**config.mk**
```make
export PLATFORM = sky130hd
export DESIGN_NAME = uart_receiver
export DESIGN_NICKNAME = d
export VERILOG_FILES = /design/src/rtl/uart_receiver.sv
export SDC_FILE = /design/constraint.sdc
export NUM_CORES = 1
export LEC_CHECK = 0
export ABC_AREA = 0
export CAP_MARGIN = 20
export CORE_MARGIN = 10
export CORE_UTILIZATION = 30
export CTS_CLUSTER_DIAMETER = 80
export CTS_CLUSTER_SIZE = 12
export DETAILED_ROUTE_END_ITERATION = 10
export HOLD_SLACK_MARGIN = 0.08
export PLACE_DENSITY_LB_ADDON = 0.25
export SKIP_CTS_REPAIR_TIMING = 1
export SLEW_MARGIN = 20
export SYNTH_ARGS = -nofsm -noshare
export SYNTH_HDL_FRONTEND = slang
export SYNTH_SLANG_ARGS = --single-unit
```
**constraint.sdc**
```tcl
create_clock -name clk_i -period 2.6 [get_ports clk_i]
set_input_delay 0.65 -clock clk_i [delete_from_list [all_inputs] [get_ports clk_i]]
set_output_delay 0.65 -clock clk_i [all_outputs]
set_load 0.1 [all_outputs]
```
**src/rtl/uart_receiver.sv**
```systemverilog
// UART receive stage: 16x-oversampled start-bit hunt, mid-bit sampling, parity and
// stop-bit checks, and a valid/ack result register with per-character error flags.
module uart_receiver (
  input  logic       clk_i,
  input  logic       rst_i,
  input  logic       ov_baud_rt_i,
  input  logic       rx_i,
  input  logic [1:0] data_width_i,
  input  logic       parity_en_i,
  input  logic       parity_odd_i,
  input  logic       stop_bits_i,
  output logic [7:0] rx_data_o,
  output logic       rx_valid_o,
  input  logic       rx_ack_i,
  output logic       parity_err_o,
  output logic       frame_err_o,
  output logic       overrun_err_o,
  output logic       busy_o,
  output logic [2:0] dbg_state
);

  // Handshake: rx_valid_o rises when a character is loaded and stays high until a
  // cycle with rx_ack_i = 1; a completion in that same cycle reloads instead of clearing.
  typedef enum logic [2:0] {
    S_IDLE   = 3'd0,
    S_START  = 3'd1,
    S_DATA   = 3'd2,
    S_PARITY = 3'd3,
    S_STOP1  = 3'd4,
    S_STOP2  = 3'd5,
    S_BREAK  = 3'd6
  } state_t;

  state_t     state_q;
  state_t     state_d;
  logic       rx_meta;
  logic       rxs;
  logic [3:0] cnt;
  logic [2:0] bit_idx;
  logic [7:0] data_q;
  logic       par_err_q;
  logic       stop_err_q;
  logic [1:0] width_q;
  logic       par_en_q;
  logic       par_odd_q;
  logic       stop2_q;

  logic       tick;
  logic       sample;
  logic       start_ok;
  logic       last_bit;
  logic       done;
  logic       frame_err_now;

  always_ff @(posedge clk_i or posedge rst_i) begin
    if (rst_i) begin
      rx_meta <= 1'b1;
      rxs     <= 1'b1;
    end else begin
      rx_meta <= rx_i;
      rxs     <= rx_meta;
    end
  end

  always_ff @(posedge clk_i or posedge rst_i) begin
    if (rst_i) state_q <= S_IDLE;
    else       state_q <= state_d;
  end

  always_comb begin
    state_d = state_q;
    case (state_q)
      S_IDLE:   if (tick && !rxs) state_d = S_START;
      S_START:  if (tick && cnt == 4'd7) state_d = rxs ? S_IDLE : S_DATA;
      S_DATA: begin
        if (sample && last_bit) state_d = par_en_q ? S_PARITY : S_STOP1;
      end
      S_PARITY: if (sample) state_d = S_STOP1;
      S_STOP1: begin
        if (sample) begin
          if (stop2_q)                     state_d = S_STOP2;
          else if (frame_err_now && !rxs)  state_d = S_BREAK;
          else                             state_d = S_IDLE;
        end
      end
      S_STOP2: begin
        if (sample) state_d = (frame_err_now && !rxs) ? S_BREAK : S_IDLE;
      end
      S_BREAK:  if (rxs) state_d = S_IDLE;
      default:  state_d = S_IDLE;
    endcase
  end

  always_comb begin
    tick          = ov_baud_rt_i;
    sample        = tick && (cnt == 4'd15);
    start_ok      = (state_q == S_START) && tick && (cnt == 4'd7) && !rxs;
    last_bit      = (bit_idx == (3'd4 + {1'b0, width_q}));
    frame_err_now = stop_err_q | ~rxs;
    done          = sample && (((state_q == S_STOP1) && !stop2_q) || (state_q == S_STOP2));
    dbg_state     = state_q;
  end

  // The counter runs freely and is re-zeroed at the start edge and at start-bit mid-point,
  // so every later sample lands on its natural 15->0 wrap.
  always_ff @(posedge clk_i or posedge rst_i) begin
    if (rst_i) begin
      cnt <= 4'd0;
    end else if ((state_q == S_IDLE) && tick && !rxs) begin
      cnt <= 4'd0;
    end else if (start_ok) begin
      cnt <= 4'd0;
    end else if (tick) begin
      cnt <= cnt + 4'd1;
    end
  end

  always_ff @(posedge clk_i or posedge rst_i) begin
    if (rst_i) begin
      bit_idx    <= 3'd0;
      data_q     <= 8'h00;
      par_err_q  <= 1'b0;
      stop_err_q <= 1'b0;
      width_q    <= 2'd0;
      par_en_q   <= 1'b0;
      par_odd_q  <= 1'b0;
      stop2_q    <= 1'b0;
    end else if (start_ok) begin
      bit_idx    <= 3'd0;
      data_q     <= 8'h00;
      par_err_q  <= 1'b0;
      stop_err_q <= 1'b0;
      width_q    <= data_width_i;
      par_en_q   <= parity_en_i;
      par_odd_q  <= parity_odd_i;
      stop2_q    <= stop_bits_i;
    end else if (sample) begin
      case (state_q)
        S_DATA: begin
          data_q[bit_idx] <= rxs;
          bit_idx         <= bit_idx + 3'd1;
        end
        S_PARITY: par_err_q  <= ((^data_q) ^ rxs) != par_odd_q;
        S_STOP1:  stop_err_q <= ~rxs;
        default: ;
      endcase
    end
  end

  always_ff @(posedge clk_i or posedge rst_i) begin
    if (rst_i) begin
      rx_data_o     <= 8'h00;
      rx_valid_o    <= 1'b0;
      parity_err_o  <= 1'b0;
      frame_err_o   <= 1'b0;
      overrun_err_o <= 1'b0;
      busy_o        <= 1'b0;
    end else begin
      busy_o <= (state_d != S_IDLE);
      if (done && (!rx_valid_o || rx_ack_i)) begin
        rx_data_o    <= data_q;
        parity_err_o <= par_err_q & par_en_q;
        frame_err_o  <= frame_err_now;
        rx_valid_o   <= 1'b1;
        if (rx_valid_o) overrun_err_o <= 1'b0;
      end else if (done) begin
        overrun_err_o <= 1'b1;
      end else if (rx_ack_i && rx_valid_o) begin
        rx_valid_o    <= 1'b0;
        overrun_err_o <= 1'b0;
      end
    end
  end

endmodule

```
==> out/metrics.cfg, run 1 <==
[critical_path]
required_ps=2780
cpLargestDelayFamily=buffers and inverters
cpMaxStageDelayCell=clkdlybuf4s50_1
end_kind=flip-flop
cp_slowest_stage_delay_ps=560
crit_fanout=12
critPathBufInv=2
worstSetupStartpointType=primary input
path_class=in -> reg
worstPathArrival_ps=2340
worstPathCellList=clkdlybuf4s50_1, and4_1, nand3_1, a21oi_2, buf_4, mux2_2

[logic_synthesis]
async_flop_share_pct=100
synth_top_flop_cell=dfrtp_1
ys_types=47
synth_area_leader_cell=dfrtp_1
seq_area_frac_synth_pct=50.5
synth_edf_count=0
synth_seq_cells=40
synth.area.top_cells=dfrtp_1 (48%), mux2_2 (6.8%), xnor2_1 (4.4%), a21oi_1 (4.0%), nand3_1 (3.0%)
synthCells=191
netlist_area_um2=1990
synth_nets=203
synth-warning-count=0
synth.top_cell.area_share_pct=47.8
syn_avg_cell_area_um2=10.4

[die]
dieWidth_um=101
coreArea_um2=6390
start_util_pct=31.1
rows=29
io_pins=26
dieArea_um2=10300
die_h_um=101

[power_and_ir_drop]
power_frac_clock_pct=25.5
leakage_nw=1.11
ir_worst_vdd_mv=0.394
power.internal_w=0.00124
pwr-share-seq_pct=44.1
power_switching_w=0.000721
switching_share_pct=36.7
powerDensity_nw_per_um2=821
power_frac_comb_pct=30.4

[place]
finalWeightedCongestion=0.814
io_buffers=25
place_area_um2=2280
place_hpwl_um=3000

[route]
drtAntennaViolNets=0
vias=1461
drc_errors=0
top_layer=met4
avgRoutedWirePerCell_um=14.2
wl_met2_um=1820
avgViaCountPerCell=4.94
routed_wl_um=4210
wl_met1_um=2030
first_pass_iters=4
drt_iter0_markers=132
dr_wl_met3_um=295

[finish]
fill_cells=656
multi_input_area_um2=887
nets=230
syn_to_final_growth_pct=20.3
regArea_um2=1000
diodes=0
final_common_cell=dfrtp_1
stdcell_area_um2=2390
layout_common_cells=dfrtp_1 (38), buf_4 (22), a21oi_1 (16)
drive_gt1_share_pct=22.4

[global_route]
grt_usage_pct=8.82
grt_pass1_wl_um=7390
grt_max_degree=41
grt_antenna_before_repair=0
grt-ovfl-total=0
grt_pass1_vias=1493

[sta]
period_minus_slack_ps=2160
fmax_ghz=0.463
rsz0062_at_grt=no
drv_slew=0
maxSlewHeadroom_pct=65.9
hold_ws_ps=362
post-route-period-util_pct=83.1
final_hold_viol_count=0
finalSetupTns_ps=0
skew_ps=4.65
setup_viol=0
worst_pin_slew_ps=512

[clock_tree]
cts.sinks=40
cts_tree=built
cts_made_buffers=5
path_clk_slew_ps=80
cts_root_buf=clkbuf_8
clock_latency_ps=290
clockBufferDepth=2
htree_levels=2

[worst_hold_path]
hp-class=reg -> reg

[status]
status=complete, no violations

[job]
max_cap_violations=0

[path summary, 6_finish.rpt]
check	cells after the start	from	to	slack, ps
max in group asynchronous	3	rst_i	rxs$_DFF_PP1_	1470
min in group asynchronous	3	rst_i	cnt[0]$_DFFE_PP0P_	780
setup / recovery	6	ov_baud_rt_i	rx_data_o[1]$_DFFE_PP0P_	440
hold / removal	0	rx_meta$_DFF_PP1_	rxs$_DFF_PP1_	360
setup reg to reg	4	dbg_state[2]$_DFF_PP0_	par_odd_q$_DFFE_PP0N_	720
hold reg to reg	0	rx_meta$_DFF_PP1_	rxs$_DFF_PP1_	360
[final cells by class]
class | count | share of cell area (%)
Clock buffer | 6 | 3.04
Clock inverter | 2 | 1.47
Inverter | 11 | 1.73
Multi-Input combinational cell | 129 | 37.1
Sequential cell | 40 | 42.0
Tap cell | 77 | 4.03
Timing Repair Buffer | 31 | 10.7
[sequential cells by signal, summed over array words and instances (netlist names), 2 cells and up]
register and cells:
width_q 2, rx_data_o 8, data_q 8, dbg_state 3, bit_idx 3, cnt 4
[synthesized netlist by cell type (all sizes together), types with 2 or more instances]
| master | n |
|---|---|
| nand3b | 2 |
| ha | 2 |
| and3 | 4 |
| o21ba | 2 |
| nor2b | 2 |
| o211ai | 2 |
| inv | 11 |
| dfstp | 2 |
| xnor2 | 10 |
| clkbuf | 4 |
| nor3 | 2 |
| mux2 | 14 |
| buf | 7 |
| dfrtp | 38 |
| nand3 | 12 |
| o22a | 2 |
| nor4 | 2 |
| a31oi | 3 |
| nor2 | 16 |
| nand4 | 2 |
| xor2 | 3 |
| a21oi | 17 |
| o21ai | 4 |
| nand2 | 11 |
[routing by layer]
layer / track usage (%) / vias up
met2: 12.7 / 35
met5: 0 / -
met3: 3.20 / 6
met4: 2.89 / 0
li1: - / 724
met1: 11.9 / 696
[cells by family (layout without fill, tap and decap cells)]
family	after synthesis	in the layout	synth area share, %
and+or+nand+nor	60	60	15.8
buffers and inverters	22	50	4.91
AOI/OAI and AO/OA	38	38	12.3
xor gates and xnor gates	14	14	6.86
DFF	40	40	50.5
muxes	15	15	8.43
adders and majority gates	2	2	1.26
[stage by stage]
step | setup slack, ps | std cells | power (W) | util (%)
2_1_floorplan | 278 | 191 | 0.00134 | -
3_3_place_gp | 184 | 288 | 0.00147 | 35.8
3_5_place_dp | 152 | 288 | 0.00148 | 35.8
4_1_cts | 447 | 296 | 0.00199 | 37.4
5_1_grt | 250 | 296 | 0.00209 | 37.4
6_report | 440 | 296 | 0.00196 | 37.4
[power by group through the flow]
stage               registers (W)  logic (W)  clock network, W
CTS                      0.000863   0.000605          0.000518
global route             0.000890   0.000657          0.000539
finish                   0.000864   0.000597          0.000500
global placement         0.000876   0.000598                 0
floorplan                0.000954   0.000386                 0
detailed placement       0.000875   0.000603                 0
Note: power is estimated with default switching activity, not from simulation.
==> run 2, diff against run 1 <==
==> constraint.sdc (replaced) <==
create_clock -name clk_i -period 1.8 [get_ports clk_i]
set_input_delay 0.45 -clock clk_i [delete_from_list [all_inputs] [get_ports clk_i]]
set_output_delay 0.45 -clock clk_i [all_outputs]
set_load 0.1 [all_outputs]
==> run 2 against run 1 <==
  * Flip-flop and latch count unchanged
  * Largest power group unchanged
  * Core utilization increased by 7.1 points
  * Global-route usage grew 0.42 points
==> out/metrics.cfg, run 2 (same netlist as run 1, synthesis figures left out) <==
[die]
dieWidth_um=101  ; unchanged
io_pins=26  ; unchanged
start_util_pct=31.1  ; unchanged
rows=29  ; unchanged
die_h_um=101  ; unchanged
dieArea_um2=10300  ; unchanged
coreArea_um2=6390  ; unchanged

[clock_tree]
cts.sinks=40  ; unchanged
htree_levels=2  ; unchanged
cts_root_buf=clkbuf_8
cts_made_buffers=5  ; unchanged
cts_tree=built
clockBufferDepth=2  ; unchanged
path_clk_slew_ps=90  ; about the same
clock_latency_ps=300  ; about the same

[route]
drt_iter0_markers=95  ; -28%
drc_errors=0  ; unchanged
routed_wl_um=4490  ; +6.7%
avgViaCountPerCell=4.83  ; -2.1%
first_pass_iters=4  ; unchanged
drtAntennaViolNets=0  ; unchanged
avgRoutedWirePerCell_um=14.2  ; +0.23%
vias=1522  ; +4.2%

[place]
dpl.cell_count=307  ; +6.6%
place_hpwl_um=3260  ; +8.6%
place_area_um2=2680  ; +18%
finalWeightedCongestion=0.867  ; +6.5%
io_buffers=25  ; unchanged

[finish]
fin_cells=315  ; +6.4%
utilization_pct=44.5  ; +7.1 points
syn_to_final_growth_pct=43.0
diodes=0  ; unchanged
layout_common_cells=dfrtp_1 (35), buf_4 (23), buf_12 (18)
final_common_cell=dfrtp_1
nets=249  ; +8.3%
fill_cells=599  ; -8.7%
reg_top3=data_q (8), rx_data_o (8), cnt (4)
drive_gt1_share_pct=34.0  ; +12 points
stdcell_area_um2=2840  ; +19%

[critical_path]
crit_end=width_q[0]$_DFFE_PP0N_
end_kind=flip-flop
worstPathArrival_ps=1920  ; -420 ps
r2r-end=width_q[0]$_DFFE_PP0N_
cp.depth=4  ; -2
r2r-start=dbg_state[2]$_DFF_PP0_
critPathBufInv=1  ; -1
required_ps=1990  ; -790 ps
cpMaxStageDelayCell=dfrtp_4
startpoint=dbg_state[2]$_DFF_PP0_
reg2regPathDepth=4  ; unchanged
path_class=reg -> reg
cpLargestDelayFamily=simple AND/OR/NAND/NOR gates
worstSetupStartpointType=flip-flop
crit_fanout=6  ; -6
cp_slowest_stage_delay_ps=490  ; -70 ps
worstPathCellList=or3b_1, nor4_4, buf_4, mux2_2
rrSetupSlack_ps=70  ; -650 ps

[sta]
maxSlewHeadroom_pct=71.2  ; +5.3 points
final_hold_viol_count=0  ; unchanged
finalSetupTns_ps=0  ; unchanged
worst_pin_slew_ps=432  ; -79.7 ps
rsz0062_at_grt=no
hold_ws_ps=358  ; -3.94 ps
fmax_ghz=0.576
drv_slew=0  ; unchanged
period_minus_slack_ps=1730
setup_viol=0  ; unchanged
post-route-period-util_pct=96.4
skew_ps=6.58  ; +1.93 ps

[power_and_ir_drop]
ir_worst_vdd_mv=0.695  ; +76%
leakage_nw=1.27  ; +15%
powerDensity_nw_per_um2=1100  ; +34%

[global_route]
grt_max_degree=41  ; unchanged
grt_antenna_before_repair=0  ; unchanged
grt-ovfl-total=0  ; unchanged
grt_pass1_wl_um=7780  ; +5.3%
grt_pass1_vias=1534  ; +2.7%
grt_usage_pct=9.24  ; +0.42 points

[worst_hold_path]
hp-class=reg -> reg

[status]
status=complete, no violations

[job]
max_cap_violations=0  ; unchanged

[run 2: how the worst min path moves through the flow]
stage	from	end	slack [ps]	depth (start not counted)
2_1_floorplan	rx_meta$_DFF_PP1_	rxs$_DFF_PP1_	350	0
3_3_place_gp	rx_meta$_DFF_PP1_	rxs$_DFF_PP1_	350	0
3_5_place_dp	rx_meta$_DFF_PP1_	rxs$_DFF_PP1_	350	0
4_1_cts	rx_meta$_DFF_PP1_	rxs$_DFF_PP1_	360	0
5_1_grt	rx_meta$_DFF_PP1_	rxs$_DFF_PP1_	370	0
6_report	rx_meta$_DFF_PP1_	rxs$_DFF_PP1_	360	0
[run 2: final cells by class]
class / count / area (um^2) / share of cell area [%]
clock buffers: 5 / 68.8 / 2.42
clock inverters: 3 / 46.3 / 1.63
inverters: 11 / 41.3 / 1.45
multi-input cells: 129 / 953 / 33.5
flip-flops and latches: 40 / 1010 / 35.6
well taps: 77 / 96.3 / 3.39
repair buffers: 50 / 626 / 22.0
[run 2: power breakdown]
group          internal [W]  total, W  switching (W)  leakage [nW]
clock network      0.000418  0.000769       0.000351        0.0548
logic              0.000515   0.00113       0.000611         0.713
registers           0.00104   0.00124       0.000202         0.503
[run 2: metal layers]
metal | part of all wire (%) | wire [um] | global-route usage [%]
met4 | 1.0 | 45 | 4.18
met1 | 50 | 2230 | 13.2
met3 | 6.0 | 267 | 2.72
met5 | 0 | 0 | 0
met2 | 43 | 1940 | 12.4
[run 2: per-stage QoR]
| step | worst slack, ps | power [W] |
|---|---|---|
| after detailed placement | -376 | 0.00234 |
| final | 65.0 | 0.00314 |
| after floorplan | -55.8 | 0.00195 |
| after global placement | -353 | 0.00233 |
| after CTS | -58.7 | 0.00312 |
| after global routing | 6.57 | 0.00332 |
==> run 3, diff against run 2 <==
--- a/config.mk
+++ b/config.mk
@@ -7,6 +7,8 @@
 export LEC_CHECK = 0
 export ABC_AREA = 0
 export CAP_MARGIN = 20
+export CELL_PAD_IN_SITES_DETAIL_PLACEMENT = 2
+export CELL_PAD_IN_SITES_GLOBAL_PLACEMENT = 2
 export CORE_MARGIN = 10
 export CORE_UTILIZATION = 30
 export CTS_CLUSTER_DIAMETER = 80
==> run 3 against run 2 <==
  * First-iteration DRC count is 39% lower
  * Global-route usage rose by 2.5 points
  * Worst hold slack improved by 4.3 ps
  * Flip-flop and latch count unchanged
  * The run now ends with negative setup slack left
  * Sequential power about the same
  * Design area is 1.4% higher
  * Die area unchanged
  * Register-to-register slack got worse by 80 ps
  * Wire length increased by 33%
  * Clock power shrank 20%
  * Total power is 0.32% lower
  * Highest routed layer unchanged
  * Count of clock-buffer cells in the layout is 3 higher
==> out/metrics.cfg, run 3 (same netlist as run 1, synthesis figures left out) <==
[sta]
fin_ws_ps=-19.1  ; -84.1 ps
maxSlewHeadroom_pct=69.6  ; -1.6 points
skew_ps=6.17  ; -0.411 ps
finalSetupTns_ps=-48.0  ; -48.0 ps
worst_pin_slew_ps=457  ; +24.4 ps
post-route-period-util_pct=101  ; +4.7 points
final_hold_viol_count=0  ; unchanged
setup_viol=3  ; +3
fmax_ghz=0.550  ; -4.6%
drv_slew=0  ; unchanged
hold_ws_ps=362  ; +4.33 ps
rsz0062_at_grt=yes
period_minus_slack_ps=1820  ; +84.1 ps

[power_and_ir_drop]
power_w=0.00313  ; -0.32%
ir_worst_vdd_mv=0.508  ; -27%
powerDensity_nw_per_um2=1080  ; -1.7%
leakage_nw=1.30  ; +2.4%

[finish]
regArea_um2=1010  ; unchanged
nets=254  ; +2.0%
utilization_pct=45.2  ; +0.63 points
drive_gt1_share_pct=35.0  ; +0.95 points
final_common_cell=dfrtp_1
syn_to_final_growth_pct=45.1
diodes=0  ; unchanged
fill_cells=657  ; +9.7%
multi_input_area_um2=977  ; +2.5%
reg_top3=data_q (8), rx_data_o (8), cnt (4)
layout_common_cells=dfrtp_1 (35), buf_4 (27), buf_12 (18)

[critical_path]
crit_fanout=8  ; +2
worstSetupStartpointType=flip-flop
path_class=reg -> reg
cpMaxStageDelayCell=dfrtp_4
end_kind=flip-flop
worstPathCellList=or3b_4, nor4_4, buf_6, mux2_1
cp_slowest_stage_delay_ps=480  ; about the same
worstPathArrival_ps=1990  ; +70 ps
required_ps=1970  ; -20 ps
cpLargestDelayFamily=simple AND/OR/NAND/NOR gates
critPathBufInv=1  ; unchanged

[global_route]
grt_max_degree=41  ; unchanged
grt_antenna_before_repair=0  ; unchanged
grt_usage_pct=11.7  ; +2.5 points
grt-ovfl-total=0  ; unchanged
grt_pass1_wl_um=9680  ; +24%
grt_pass1_vias=1865  ; +22%

[die]
rows=29  ; unchanged
dieArea_um2=10300  ; unchanged
coreArea_um2=6390  ; unchanged
start_util_pct=31.1  ; unchanged
die_h_um=101  ; unchanged
dieWidth_um=101  ; unchanged
io_pins=26  ; unchanged

[route]
drc_errors=0  ; unchanged
avgViaCountPerCell=5.11  ; +5.8%
vias=1636  ; +7.5%
avgRoutedWirePerCell_um=18.6  ; +31%
first_pass_iters=4  ; unchanged
routed_wl_um=5950  ; +33%
drtAntennaViolNets=0  ; unchanged
drt_iter0_markers=58  ; -39%

[clock_tree]
cts.sinks=40  ; unchanged
cts_root_buf=clkbuf_8
cts_made_buffers=5  ; unchanged
htree_levels=2  ; unchanged
cts_tree=built
clock_latency_ps=290  ; about the same
clockBufferDepth=2  ; unchanged
path_clk_slew_ps=80  ; about the same

[place]
finalWeightedCongestion=0.777  ; -10%
place_hpwl_um=4380  ; +34%
io_buffers=25  ; unchanged

[worst_hold_path]
hp-class=reg -> reg

[status]
violations=negative setup slack
status=complete, but fails checks

[job]
max_cap_violations=0  ; unchanged

run 3: cell count changes in the layout (fill, tap and decap cells not counted), moves of 2 or more:
cell      delta
mux2_2       -3
clkbuf_1     +2
mux2_4       +3
buf_4        +4
run 3: worst register-to-register path: cells and delay by family, from the launching register on:
| kind | cells | cell delay [ps] |
|---|---|---|
| buffers and inverters | 1 | 200 |
| DFF | 1 | 480 |
| muxes | 1 | 330 |
| and+or+nand+nor | 2 | 690 |
run 3: stage by stage:
stage | cell area [um^2] | setup WS (ps) | instances
floorplan | 2030 | -55.8 | 191
detailed placement | 2680 | -388 | 306
global placement | 2680 | -333 | 306
global route | 2880 | -64.1 | 320
finish | 2880 | -19.1 | 320
CTS | 2770 | -142 | 314
run 3: worst paths after layout:
| check | cells past startpoint | slack [ps] | start | endpoint |
|---|---|---|---|---|
| setup / recovery | 4 | -20 | dbg_state[2]$_DFF_PP0_ | stop2_q$_DFFE_PP0N_ |
| hold / removal | 0 | 360 | rx_meta$_DFF_PP1_ | rxs$_DFF_PP1_ |
| setup reg to reg | 4 | -20 | dbg_state[2]$_DFF_PP0_ | stop2_q$_DFFE_PP0N_ |
| hold reg to reg | 0 | 360 | rx_meta$_DFF_PP1_ | rxs$_DFF_PP1_ |
| max in group asynchronous | 3 | 1010 | rst_i | rx_meta$_DFF_PP1_ |
| min in group asynchronous | 3 | 520 | rst_i | rx_valid_o$_DFFE_PP0P_ |
run 3: report_power, final:
part           switching (W)  leakage (nW)  internal [W]
sequential          0.000222         0.503       0.00104
clock               0.000299        0.0455      0.000313
combinational       0.000662         0.753      0.000590
run 3: cell type report:
| type | instances | area share (%) |
|---|---|---|
| Sequential cell | 40 | 35.1 |
| Multi-Input combinational cell | 129 | 33.9 |
| Timing Repair Buffer | 55 | 23.1 |
| Tap cell | 77 | 3.34 |
| Clock buffer | 8 | 3.12 |
| Inverter | 11 | 1.43 |
run 3: routing by layer:
metal | share of wire [%] | wire length, um | track usage (%)
met3 | 5.0 | 300 | 3.81
met2 | 51 | 3020 | 20.8
met1 | 44 | 2610 | 13.4
met4 | 0.29 | 17 | 2.57
met5 | 0 | 0 | 0
==> RTL edit: new RTL, config.mk and constraints of run 3 <==
Put a register stage on the output `dbg_state`, cleared by the reset. The value now appears one clock later. The other outputs are not delayed to match.
--- a/src/rtl/uart_receiver.sv
+++ b/src/rtl/uart_receiver.sv
@@ -32,2 +32,4 @@
   } state_t;
+
+  logic [2:0] dbg_state_d;
 
@@ -100,3 +102,3 @@
     done          = sample && (((state_q == S_STOP1) && !stop2_q) || (state_q == S_STOP2));
-    dbg_state     = state_q;
+    dbg_state_d   = state_q;
   end
@@ -174,2 +176,10 @@
 
+  always_ff @(posedge clk_i or posedge rst_i) begin
+    if (rst_i) begin
+      dbg_state <= '0;
+    end else begin
+      dbg_state <= dbg_state_d;
+    end
+  end
+
 endmodule
Formal check against the unedited RTL: not equivalent (Yosys sat finds a counterexample within 4 cycles, from zero or initial values and one cycle with rst_i high).
==> RTL edit against run 3 <==
- synthesized area increased by 5.7%
- largest power group unchanged
- the run still ends with setup timing left
- non-clock buffer count is 2 higher
- setup slack improved by 0.016 ns
- total power rose by 11%
- first-iteration DRC count down 10%
- routed wire length up 0.17%
- sequential cell count increased by 3
- cell area is 3.3% higher
==> RTL edit: results (changes against run 3) <==
outcome finished, violations left; failing checks setup timing; GP Congestion 0.803 (+3.3%); Int Pwr 2.23 mW (+15%); seq pwr 1.37 mW (+9%); Detail Placement HPWL 4.52 mm (+3.2%); CP max stage cell dfrtp_2; placed cell count 341 (+11%); clk_lat worst skew 0.31 ns (+0.02 ns); LEAKAGE 1.37 nW (+5.2%); setup TNS -0.00311 ns (+0.0449 ns); WL/cell 17.1 microns (-8.2%); Final Net Count 264 (+3.9%); aggregate global-route resource usage 0.114 (-0.00338); Critical path buffers and inverters 0 (-1); first-pass GRT wire length 10.3 mm (+6.0%); maximum vdd drop 0.000514 V (+1.1%); crit path max fanout 5 (-3); Syn Nets 211 (+3.9%); PnR worst setup slack -0.00311 ns (+0.0159 ns); # setup viols final 1 (-2); Yosys cell types 42 (-11%); synth top area cells dfrtp_1, mux2_2, a21oi_1; Mean Syn Cell Area 10.6 sq um (+1.5%); relative slew slack 0.695 (-0.00105); clk_skew 0.0111 ns (+0.00489 ns); DR vias 1668 (+2.0%); DRT Wirelength 5.96 mm (+0.17%)
-- RTL edit: changes by cell type in the layout (fill, tap and decap cells not counted), moves of 3 or more --
cell	before	now
a21oi_1	15	19
mux2_4	8	0
a21o_1	1	4
dfrtp_1	35	38
o21ai_0	4	10
mux2_2	4	12
nand3_1	10	7
-- RTL edit: routing by layer --
metal,GRT usage,wire length (microns),up-vias
li1,-,-,788
met1,0.150,2790,850
met2,0.184,2950,25
met3,0.0235,155,5
met4,0.0328,70,0
met5,0,0,-
-- RTL edit: area by class of cell --
cell class | count | area (sq um)
Fill cell | 716 | 3810
Sequential cell | 43 | 1080
Multi-Input combinational cell | 133 | 946
Timing Repair Buffer | 57 | 673
Tap cell | 96 | 120
Clock buffer | 5 | 68.8
Inverter | 12 | 45.0
Clock inverter | 3 | 43.8
-- RTL edit: path summary, 6_finish.rpt --
path                                          start                  endpoint  slack (ns)  depth (start not counted)
setup / recovery           dbg_state_d[1]$_DFF_PP0_          busy_o$_DFF_PP0_      -0.003                          5
hold / removal                    rx_meta$_DFF_PP1_             rxs$_DFF_PP1_        0.36                          0
setup reg to reg           dbg_state_d[1]$_DFF_PP0_          busy_o$_DFF_PP0_      -0.003                          5
hold reg to reg                   rx_meta$_DFF_PP1_             rxs$_DFF_PP1_        0.36                          0
max in group asynchronous                     rst_i         rx_meta$_DFF_PP1_        0.95                          3
min in group asynchronous                     rst_i  rx_data_o[4]$_DFFE_PP0P_        0.37                          2
-- RTL edit: kinds of logic after synthesis --
logic type	after synthesis	share of synthesized area
buffers and inverters	23	0.0643
adders and majority gates	2	0.0119
AOI/OAI and AO/OA	45	0.125
and+or+nand+nor	59	0.151
muxes	14	0.0744
DFF	43	0.513
xor gates and xnor gates	13	0.0607
